File: config.mk
export PLATFORM = sky130hd
export DESIGN_NAME = chip8_seq_alu_flat
export DESIGN_NICKNAME = d
export VERILOG_FILES = /design/src/rtl/chip8_seq_alu_if.sv /design/src/rtl/chip8_seq_alu.sv /design/src/flat_wrapper.sv
export SDC_FILE = /design/constraint.sdc
export NUM_CORES = 1
export LEC_CHECK = 0
export ABC_AREA = 1
export CORE_ASPECT_RATIO = 1.25
export CORE_UTILIZATION = 52
export CTS_CLUSTER_DIAMETER = 200
export DETAILED_ROUTE_END_ITERATION = 7
export GPL_ROUTABILITY_DRIVEN = 0
export HOLD_SLACK_MARGIN = 0.08
export PLACE_DENSITY = 0.78
export SYNTH_ARGS = -nofsm -noshare
export SYNTH_HDL_FRONTEND = slang
export SYNTH_SLANG_ARGS = --single-unit
File: constraint.sdc
create_clock -name clk -period 1.55 [get_ports clk]
set_input_delay 0.155 -clock clk [delete_from_list [all_inputs] [get_ports clk]]
set_output_delay 0.155 -clock clk [all_outputs]
set_load 0.005 [all_outputs]
File: src/rtl/chip8_seq_alu_if.sv
// Handshake bundle for the CHIP-8 sequential ALU: operand/op request
// channel (in_*) and result channel (out_*), master drives, slave serves.
interface chip8_seq_alu_if #(
    parameter int WIDTH      = 8,
    parameter int BCD_DIGITS = 3
) ();
    logic                    in_valid;
    logic                    in_ready;
    logic [3:0]              op;
    logic [WIDTH-1:0]        x;
    logic [WIDTH-1:0]        y;
    logic                    out_valid;
    logic                    out_ready;
    logic [WIDTH-1:0]        result;
    logic                    flag;
    logic                    flag_wr;
    logic [4*BCD_DIGITS-1:0] bcd;

    modport master (
        output in_valid, op, x, y, out_ready,
        input  in_ready, out_valid, result, flag, flag_wr, bcd
    );

    modport slave (
        input  in_valid, op, x, y, out_ready,
        output in_ready, out_valid, result, flag, flag_wr, bcd
    );
endinterface

File: src/rtl/chip8_seq_alu.sv
// Registered CHIP-8 8xyN ALU with multi-cycle double-dabble BCD (Fx33).
// Ports: clk, rst_n (async active-low), bus (slave: in/out valid-ready).
module chip8_seq_alu #(
    parameter int WIDTH      = 8,
    parameter int BCD_DIGITS = 3,
    parameter int CNT_W      = 4
) (
    input  logic              clk,
    input  logic              rst_n,
    chip8_seq_alu_if.slave    bus
);
    localparam int BW = 4 * BCD_DIGITS;

    typedef enum logic [1:0] {
        IDLE,
        BUSY,
        DONE
    } state_t;

    state_t state_q;
    state_t state_d;

    logic [WIDTH-1:0] result_q;
    logic             flag_q;
    logic             flag_wr_q;
    logic [BW-1:0]    bcd_q;
    logic [WIDTH-1:0] sh_q;
    logic [BW-1:0]    acc_q;
    logic [CNT_W-1:0] cnt_q;

    logic             xfer;
    logic             last;
    logic [WIDTH-1:0] alu_res;
    logic             alu_flag;
    logic             alu_fwr;
    logic [BW-1:0]    adj;
    logic [BW-1:0]    acc_nxt;
    logic [WIDTH-1:0] sh_rot;

    assign xfer = bus.in_valid && (state_q == IDLE);
    assign last = (cnt_q == CNT_W'(WIDTH - 1));

    always_ff @(posedge clk or negedge rst_n) begin
        if (!rst_n) begin
            state_q <= IDLE;
        end else begin
            state_q <= state_d;
        end
    end

    always_comb begin
        state_d = state_q;
        unique case (state_q)
            IDLE: if (xfer) state_d = (bus.op == 4'd9) ? BUSY : DONE;
            BUSY: if (last) state_d = DONE;
            DONE: if (bus.out_ready) state_d = IDLE;
            default: state_d = IDLE;
        endcase
    end

    // Single-cycle ops; the extra bit carries the carry / borrow.
    always_comb begin
        logic [WIDTH:0] sum;
        logic [WIDTH:0] dxy;
        logic [WIDTH:0] dyx;
        sum      = {1'b0, bus.x} + {1'b0, bus.y};
        dxy      = {1'b0, bus.x} - {1'b0, bus.y};
        dyx      = {1'b0, bus.y} - {1'b0, bus.x};
        alu_res  = '0;
        alu_flag = 1'b0;
        alu_fwr  = 1'b0;
        case (bus.op)
            4'd0: alu_res = bus.y;
            4'd1: alu_res = bus.x | bus.y;
            4'd2: alu_res = bus.x & bus.y;
            4'd3: alu_res = bus.x ^ bus.y;
            4'd4: begin
                alu_res  = sum[WIDTH-1:0];
                alu_flag = sum[WIDTH];
                alu_fwr  = 1'b1;
            end
            4'd5: begin
                alu_res  = dxy[WIDTH-1:0];
                alu_flag = ~dxy[WIDTH];
                alu_fwr  = 1'b1;
            end
            4'd6: begin
                alu_res  = {1'b0, bus.x[WIDTH-1:1]};
                alu_flag = bus.x[0];
                alu_fwr  = 1'b1;
            end
            4'd7: begin
                alu_res  = {bus.x[WIDTH-2:0], 1'b0};
                alu_flag = bus.x[WIDTH-1];
                alu_fwr  = 1'b1;
            end
            4'd8: begin
                alu_res  = dyx[WIDTH-1:0];
                alu_flag = ~dyx[WIDTH];
                alu_fwr  = 1'b1;
            end
            default: begin
                alu_res  = '0;
                alu_flag = 1'b0;
                alu_fwr  = 1'b0;
            end
        endcase
    end

    // Double-dabble step: +3 on digits >= 5, then shift in operand MSB.
    // The operand register rotates so it holds x again after WIDTH steps.
    always_comb begin
        adj = acc_q;
        for (int i = 0; i < BCD_DIGITS; i++) begin
            if (acc_q[4*i +: 4] >= 4'd5) begin
                adj[4*i +: 4] = acc_q[4*i +: 4] + 4'd3;
            end
        end
        acc_nxt = {adj[BW-2:0], sh_q[WIDTH-1]};
        sh_rot  = {sh_q[WIDTH-2:0], sh_q[WIDTH-1]};
    end

    always_ff @(posedge clk or negedge rst_n) begin
        if (!rst_n) begin
            result_q  <= '0;
            flag_q    <= 1'b0;
            flag_wr_q <= 1'b0;
            bcd_q     <= '0;
            sh_q      <= '0;
            acc_q     <= '0;
            cnt_q     <= '0;
        end else if (xfer) begin
            if (bus.op == 4'd9) begin
                sh_q  <= bus.x;
                acc_q <= '0;
                cnt_q <= '0;
            end else begin
                result_q  <= alu_res;
                flag_q    <= alu_flag;
                flag_wr_q <= alu_fwr;
                bcd_q     <= '0;
            end
        end else if (state_q == BUSY) begin
            acc_q <= acc_nxt;
            sh_q  <= sh_rot;
            cnt_q <= cnt_q + 1'b1;
            if (last) begin
                result_q  <= sh_rot;
                flag_q    <= 1'b0;
                flag_wr_q <= 1'b0;
                bcd_q     <= acc_nxt;
            end
        end
    end

    assign bus.in_ready  = (state_q == IDLE);
    assign bus.out_valid = (state_q == DONE);
    assign bus.result    = result_q;
    assign bus.flag      = flag_q;
    assign bus.flag_wr   = flag_wr_q;
    assign bus.bcd       = bcd_q;
endmodule

File: src/flat_wrapper.sv
// flat-port wrapper written by rule: the top's interface ports become plain ports
module chip8_seq_alu_flat 
#(
    parameter int WIDTH      = 8,
    parameter int BCD_DIGITS = 3,
    parameter int CNT_W      = 4
)
  (clk, rst_n, bus_in_valid, bus_op, bus_x, bus_y, bus_out_ready, bus_in_ready, bus_out_valid, bus_result, bus_flag, bus_flag_wr, bus_bcd);
  chip8_seq_alu_if #(.WIDTH(WIDTH), .BCD_DIGITS(BCD_DIGITS)) bus_i ();
  input  logic clk;
  input  logic rst_n;
  input wire logic [$bits(bus_i.in_valid)-1:0] bus_in_valid;
  input wire logic [$bits(bus_i.op)-1:0] bus_op;
  input wire logic [$bits(bus_i.x)-1:0] bus_x;
  input wire logic [$bits(bus_i.y)-1:0] bus_y;
  input wire logic [$bits(bus_i.out_ready)-1:0] bus_out_ready;
  output wire logic [$bits(bus_i.in_ready)-1:0] bus_in_ready;
  output wire logic [$bits(bus_i.out_valid)-1:0] bus_out_valid;
  output wire logic [$bits(bus_i.result)-1:0] bus_result;
  output wire logic [$bits(bus_i.flag)-1:0] bus_flag;
  output wire logic [$bits(bus_i.flag_wr)-1:0] bus_flag_wr;
  output wire logic [$bits(bus_i.bcd)-1:0] bus_bcd;
  assign bus_i.in_valid = bus_in_valid;
  assign bus_i.op = bus_op;
  assign bus_i.x = bus_x;
  assign bus_i.y = bus_y;
  assign bus_i.out_ready = bus_out_ready;
  assign bus_in_ready = bus_i.in_ready;
  assign bus_out_valid = bus_i.out_valid;
  assign bus_result = bus_i.result;
  assign bus_flag = bus_i.flag;
  assign bus_flag_wr = bus_i.flag_wr;
  assign bus_bcd = bus_i.bcd;
  chip8_seq_alu #(.WIDTH(WIDTH), .BCD_DIGITS(BCD_DIGITS), .CNT_W(CNT_W)) u_core (.clk(clk), .rst_n(rst_n), .bus(bus_i));
endmodule
==> results.txt <==
The run gives 5 as the detailed-routing iteration count for the pre-antenna-repair pass. The largest incremental delay on the critical path was 0.44 ns. Summing all placed instances gives a cell area of 0.00539 mm^2. For the number of warnings issued by yosys, the log shows 0.

The most used flip-flop cell after synthesis was sky130_fd_sc_hd__dfrtp_1. Max-slew violation count: 0. Entering global routing, the biggest net connects 49 pins. STA puts the critical path data arrival time at 1.98 ns. In this run the power density over the cells is 1230 mW/mm^2. OpenSTA, run right after detailed placement, puts the worst setup slack at -0.649 ns. For the pin with the worst max-slew slack, the measured transition is 0.361 ns.

Averaged over all synthesized cells, the footprint is 6.83 um^2. Static timing analysis puts the maximum clock frequency at 585 MHz. The path category of the worst min-delay check is primary input to flop. Pin placement for this block handled 48 I/O pins. The run gives 2 as the H-tree depth reported by CTS. Yosys mapped a number of flops with a built-in enable equal to 0.

From synthesis to final layout, the design area changed by 50.8%. After synthesis, the netlist uses 36 different library cells. The flow ran to the end, but the final reports show violations.

The clock passes through at most 2 buffers. Measured along the x axis, the die boundary spans 81.4 um. Number of cells in the design after placement: 822. For the effective utilization at floorplan, the log shows 54.7%. The type of the setup path with the least slack is flop to flop. For the final routed database, the setup TNS stands at -0.433 ns. Walking the worst path, the cells encountered are inv_2, ha_4, nor2_4, a211oi_4, inv_2, a21oi_2, o21ai_2, o21ai_2. Category of the worst setup path launch point: a flop.

The worst-case IR drop observed on VDD is 1.24 mV. In the routed layout, each cell is associated on average with a via count of 5.94. Global routing used 35.4% of the available tracks. The analysis attributes to cell leakage a power of 3.08 nW. The clock transition at the registers of the reported paths was 0.13 ns; the count of inserted antenna diode cells was 0. For the final hold violation count, the log shows 0. Total number of vias: 5,104. TritonCTS built the clock tree. The worst-path maximum fanout works out to 4. The total area inside the core boundary comes to 0.00749 mm^2. For this run, the register share of the synthesized area comes to 29.3%.

Cells with a size suffix above 1 make up 36.2% of the layout. The net count reported at finish was 832. The largest individual stage delay along the critical path comes from the cell sky130_fd_sc_hd__dfrtp_1.

Sum of overflow across all layers after global routing: 0. In the routed design, unresolved DRC markers number 0. The count of nets left with antenna violations after detail routing is 0. The cell at the root of the clock tree is sky130_fd_sc_hd__clkbuf_8. The die covers 0.00824 mm^2.

The initial detailed-routing violation count is 471, and the first-pass GRT wire length is 22,200 um. Counting flops and latches in the post-synthesis netlist gives 48. The number of antenna violations at the first check in global routing was 0. The final reports fail on setup timing. The TritonCTS buffer count is 5, and the setup clock skew after layout is 0.0315 ns. The via count of the first global-routing pass is 4,982, and the number of endpoints failing setup at the final stage is 11. For the total length of routed wires, the log shows 15,300 um. The number of cells in the finished layout apart from fillers was 859; the max-slew headroom at the worst pin was 75.8%. The run gives 48 as the clock sink count. Clock latency at the later pin of the worst-skew pair: 0.34 ns.

In this run the core area contains 35 standard-cell rows. The tightest hold path in the finished design has a slack of 0.214 ns. The core utilization of the finished layout was 82.5%. Max-cap violations in this run came to 0. Dividing the detail-routed wire length by the instance count gives 17.8 um.

The type of destination of the critical path was a flop. For the worst setup path, the data required time is 1.82 ns. Setup repair after global routing could not meet its margin everywhere. The final cycle utilization of the critical path is 110%, and the detailed-placement wirelength estimate is 9610 um. Summing internal, switching and leakage power gives 7.61 mW.

Of all flip-flops after synthesis, the portion carrying an async set or reset was 100%. Synthesis produced a netlist with a net count of 666. The synthesized netlist occupies a cell area of 0.00410 mm^2. The tools report the cell count after synthesis as 600.

Final setup slack of the worst path: -0.159 ns. From bottom edge to top edge, the die measures 101 um. For the final instance area, the log shows 0.00618 mm^2. The worst path in the final design needs a cycle of 1.71 ns, including I/O delays and setup. The number of input and output port buffers inserted came out at 47.
## repair_timing
item / CTS / global route
setup endpoints to repair: 30 / 38
gates resized for setup: 109 / 86
endpoints found under the hold margin: 48 / 0
gates cloned: 0 / 2
pin swaps: 23 / 31
hold buffers: 1 / 0
setup buffers: 16 / 11
## cell usage after synthesis (2+ instances only)
cell / number / share of area (%)
sky130_fd_sc_hd__nand2_1: 180 / 16
sky130_fd_sc_hd__buf_6: 4 / 1.1
sky130_fd_sc_hd__o211ai_1: 9 / 1.6
sky130_fd_sc_hd__fa_1: 3 / 1.5
sky130_fd_sc_hd__nor3_1: 4 / 0.49
sky130_fd_sc_hd__nor2_1: 50 / 4.6
sky130_fd_sc_hd__o22ai_1: 9 / 1.4
sky130_fd_sc_hd__o21ai_1: 8 / 0.98
sky130_fd_sc_hd__nand3_1: 45 / 5.5
sky130_fd_sc_hd__o21bai_1: 2 / 0.37
sky130_fd_sc_hd__a21oi_1: 32 / 3.9
sky130_fd_sc_hd__buf_2: 9 / 1.1
sky130_fd_sc_hd__a31oi_1: 6 / 0.92
sky130_fd_sc_hd__nor2_4: 3 / 0.82
sky130_fd_sc_hd__nand4_1: 8 / 1.2
sky130_fd_sc_hd__a211oi_1: 5 / 0.92
sky130_fd_sc_hd__o21ai_0: 30 / 3.7
sky130_fd_sc_hd__inv_1: 85 / 7.8
sky130_fd_sc_hd__a21oi_2: 3 / 0.64
sky130_fd_sc_hd__inv_2: 3 / 0.27
sky130_fd_sc_hd__nor2_2: 2 / 0.31
sky130_fd_sc_hd__ha_1: 39 / 12
sky130_fd_sc_hd__dfrtp_1: 48 / 29
## cells by family (layout without fill, tap and decap cells)
group	count (synthesis)	count (layout)	synth area share, %
DFF	48	48	29.3
AOI/OAI and AO/OA	106	106	15.0
xor gates and xnor gates	1	1	0.214
buffers and inverters	105	272	10.9
and+or+nand+nor	298	298	31.2
adders and majority gates	42	42	13.4
## cell usage in the layout, fill, tap and decap left out, types with 2 or more instances in the layout
master                            Yosys  final
sky130_fd_sc_hd__nor3_2               0      2
sky130_fd_sc_hd__dlygate4sd2_1        0     11
sky130_fd_sc_hd__nand3_1             45     39
sky130_fd_sc_hd__nand2_2              1     13
sky130_fd_sc_hd__ha_1                39     25
sky130_fd_sc_hd__dfrtp_2              0      2
sky130_fd_sc_hd__o21ai_0             30     13
sky130_fd_sc_hd__nor2_1              50     35
sky130_fd_sc_hd__ha_4                 0     10
sky130_fd_sc_hd__inv_1               85     47
sky130_fd_sc_hd__inv_4                1      3
sky130_fd_sc_hd__ha_2                 0      4
sky130_fd_sc_hd__clkdlybuf4s50_1      0     27
sky130_fd_sc_hd__a31oi_1              6      6
sky130_fd_sc_hd__dfrtp_1             48     46
sky130_fd_sc_hd__o21ai_2              0      8
sky130_fd_sc_hd__buf_12               0      6
sky130_fd_sc_hd__clkinv_4             0      2
sky130_fd_sc_hd__a21oi_2              3     15
sky130_fd_sc_hd__nor2_4               3      8
sky130_fd_sc_hd__o21ai_1              8     17
sky130_fd_sc_hd__nor2_2               2     12
sky130_fd_sc_hd__nand2_1            180    168
sky130_fd_sc_hd__nand3_2              0      5
sky130_fd_sc_hd__clkbuf_16            0      2
sky130_fd_sc_hd__o211ai_1             9      9
sky130_fd_sc_hd__a211oi_2             0      3
sky130_fd_sc_hd__inv_2                3     38
sky130_fd_sc_hd__clkinv_2             0      2
sky130_fd_sc_hd__clkbuf_8             0      5
sky130_fd_sc_hd__a21oi_1             32     19
sky130_fd_sc_hd__clkbuf_2             0      2
sky130_fd_sc_hd__fa_2                 0      3
sky130_fd_sc_hd__buf_4                1    113
sky130_fd_sc_hd__nand4_1              8      8
sky130_fd_sc_hd__dlymetal6s2s_1       0      4
sky130_fd_sc_hd__o22ai_1              9      9
sky130_fd_sc_hd__buf_6                4      7
## worst paths after layout
check                      slack, ns               from  cells past startpoint                 to
setup / recovery               -0.16    u_core.acc_q[4]                      8    u_core.acc_q[5]
hold / removal                  0.21           bus_x[0]                      4     u_core.sh_q[0]
setup reg to reg               -0.16    u_core.acc_q[4]                      8    u_core.acc_q[5]
hold reg to reg                 0.49  u_core.bus.bcd[6]                      2  u_core.bus.bcd[6]
max in group asynchronous       0.97              rst_n                      3    u_core.acc_q[9]
min in group asynchronous       0.30              rst_n                      3    u_core.acc_q[2]
## metal layers
| layer | vias to the layer above | track usage (%) | routed length [um] |
|---|---|---|---|
| met2 | 324 | 63.5 | 7760 |
| met4 | 0 | 29.4 | 1260 |
| met3 | 118 | 4.59 | 1110 |
| li1 | 2267 | - | - |
| met5 | - | 0 | 0 |
| met1 | 2395 | 35.7 | 5160 |
## report_power, final
group          switching (mW)  internal [mW]
clock network           0.493          0.317
registers               0.535           1.80
logic                    2.36           2.10
total                    3.39           4.22
## sequential cells by signal, summed over array words and instances, names as in the netlist
register,count
u_core.bus.flag,1
u_core.bus.bcd,12
u_core.bus.flag_wr,1
u_core.bus.result,8
u_core.cnt_q,4
u_core.state_q,2
u_core.sh_q,8
u_core.acc_q,12
## cell type report
class                      instances  area (um^2)
timing repair buffer             174         1540
multi-input combinational        447         2880
tap                               92          115
sequential                        48         1200
clock buffer                       5         68.8
inverter                          90          355
fill                             451         1310
clock inverter                     3         18.8
## critical path, delay by kind of cell, from the launching register on
kind,cells,cell delay [ns]
AO/OA/AOI/OAI,4,0.74
adder cells (fa/ha/maj),1,0.16
buffers and inverters,2,0.25
flip-flops,1,0.44
AND/OR/NAND/NOR,1,0.05
No activity file was read; power rests on OpenSTA's default activity.
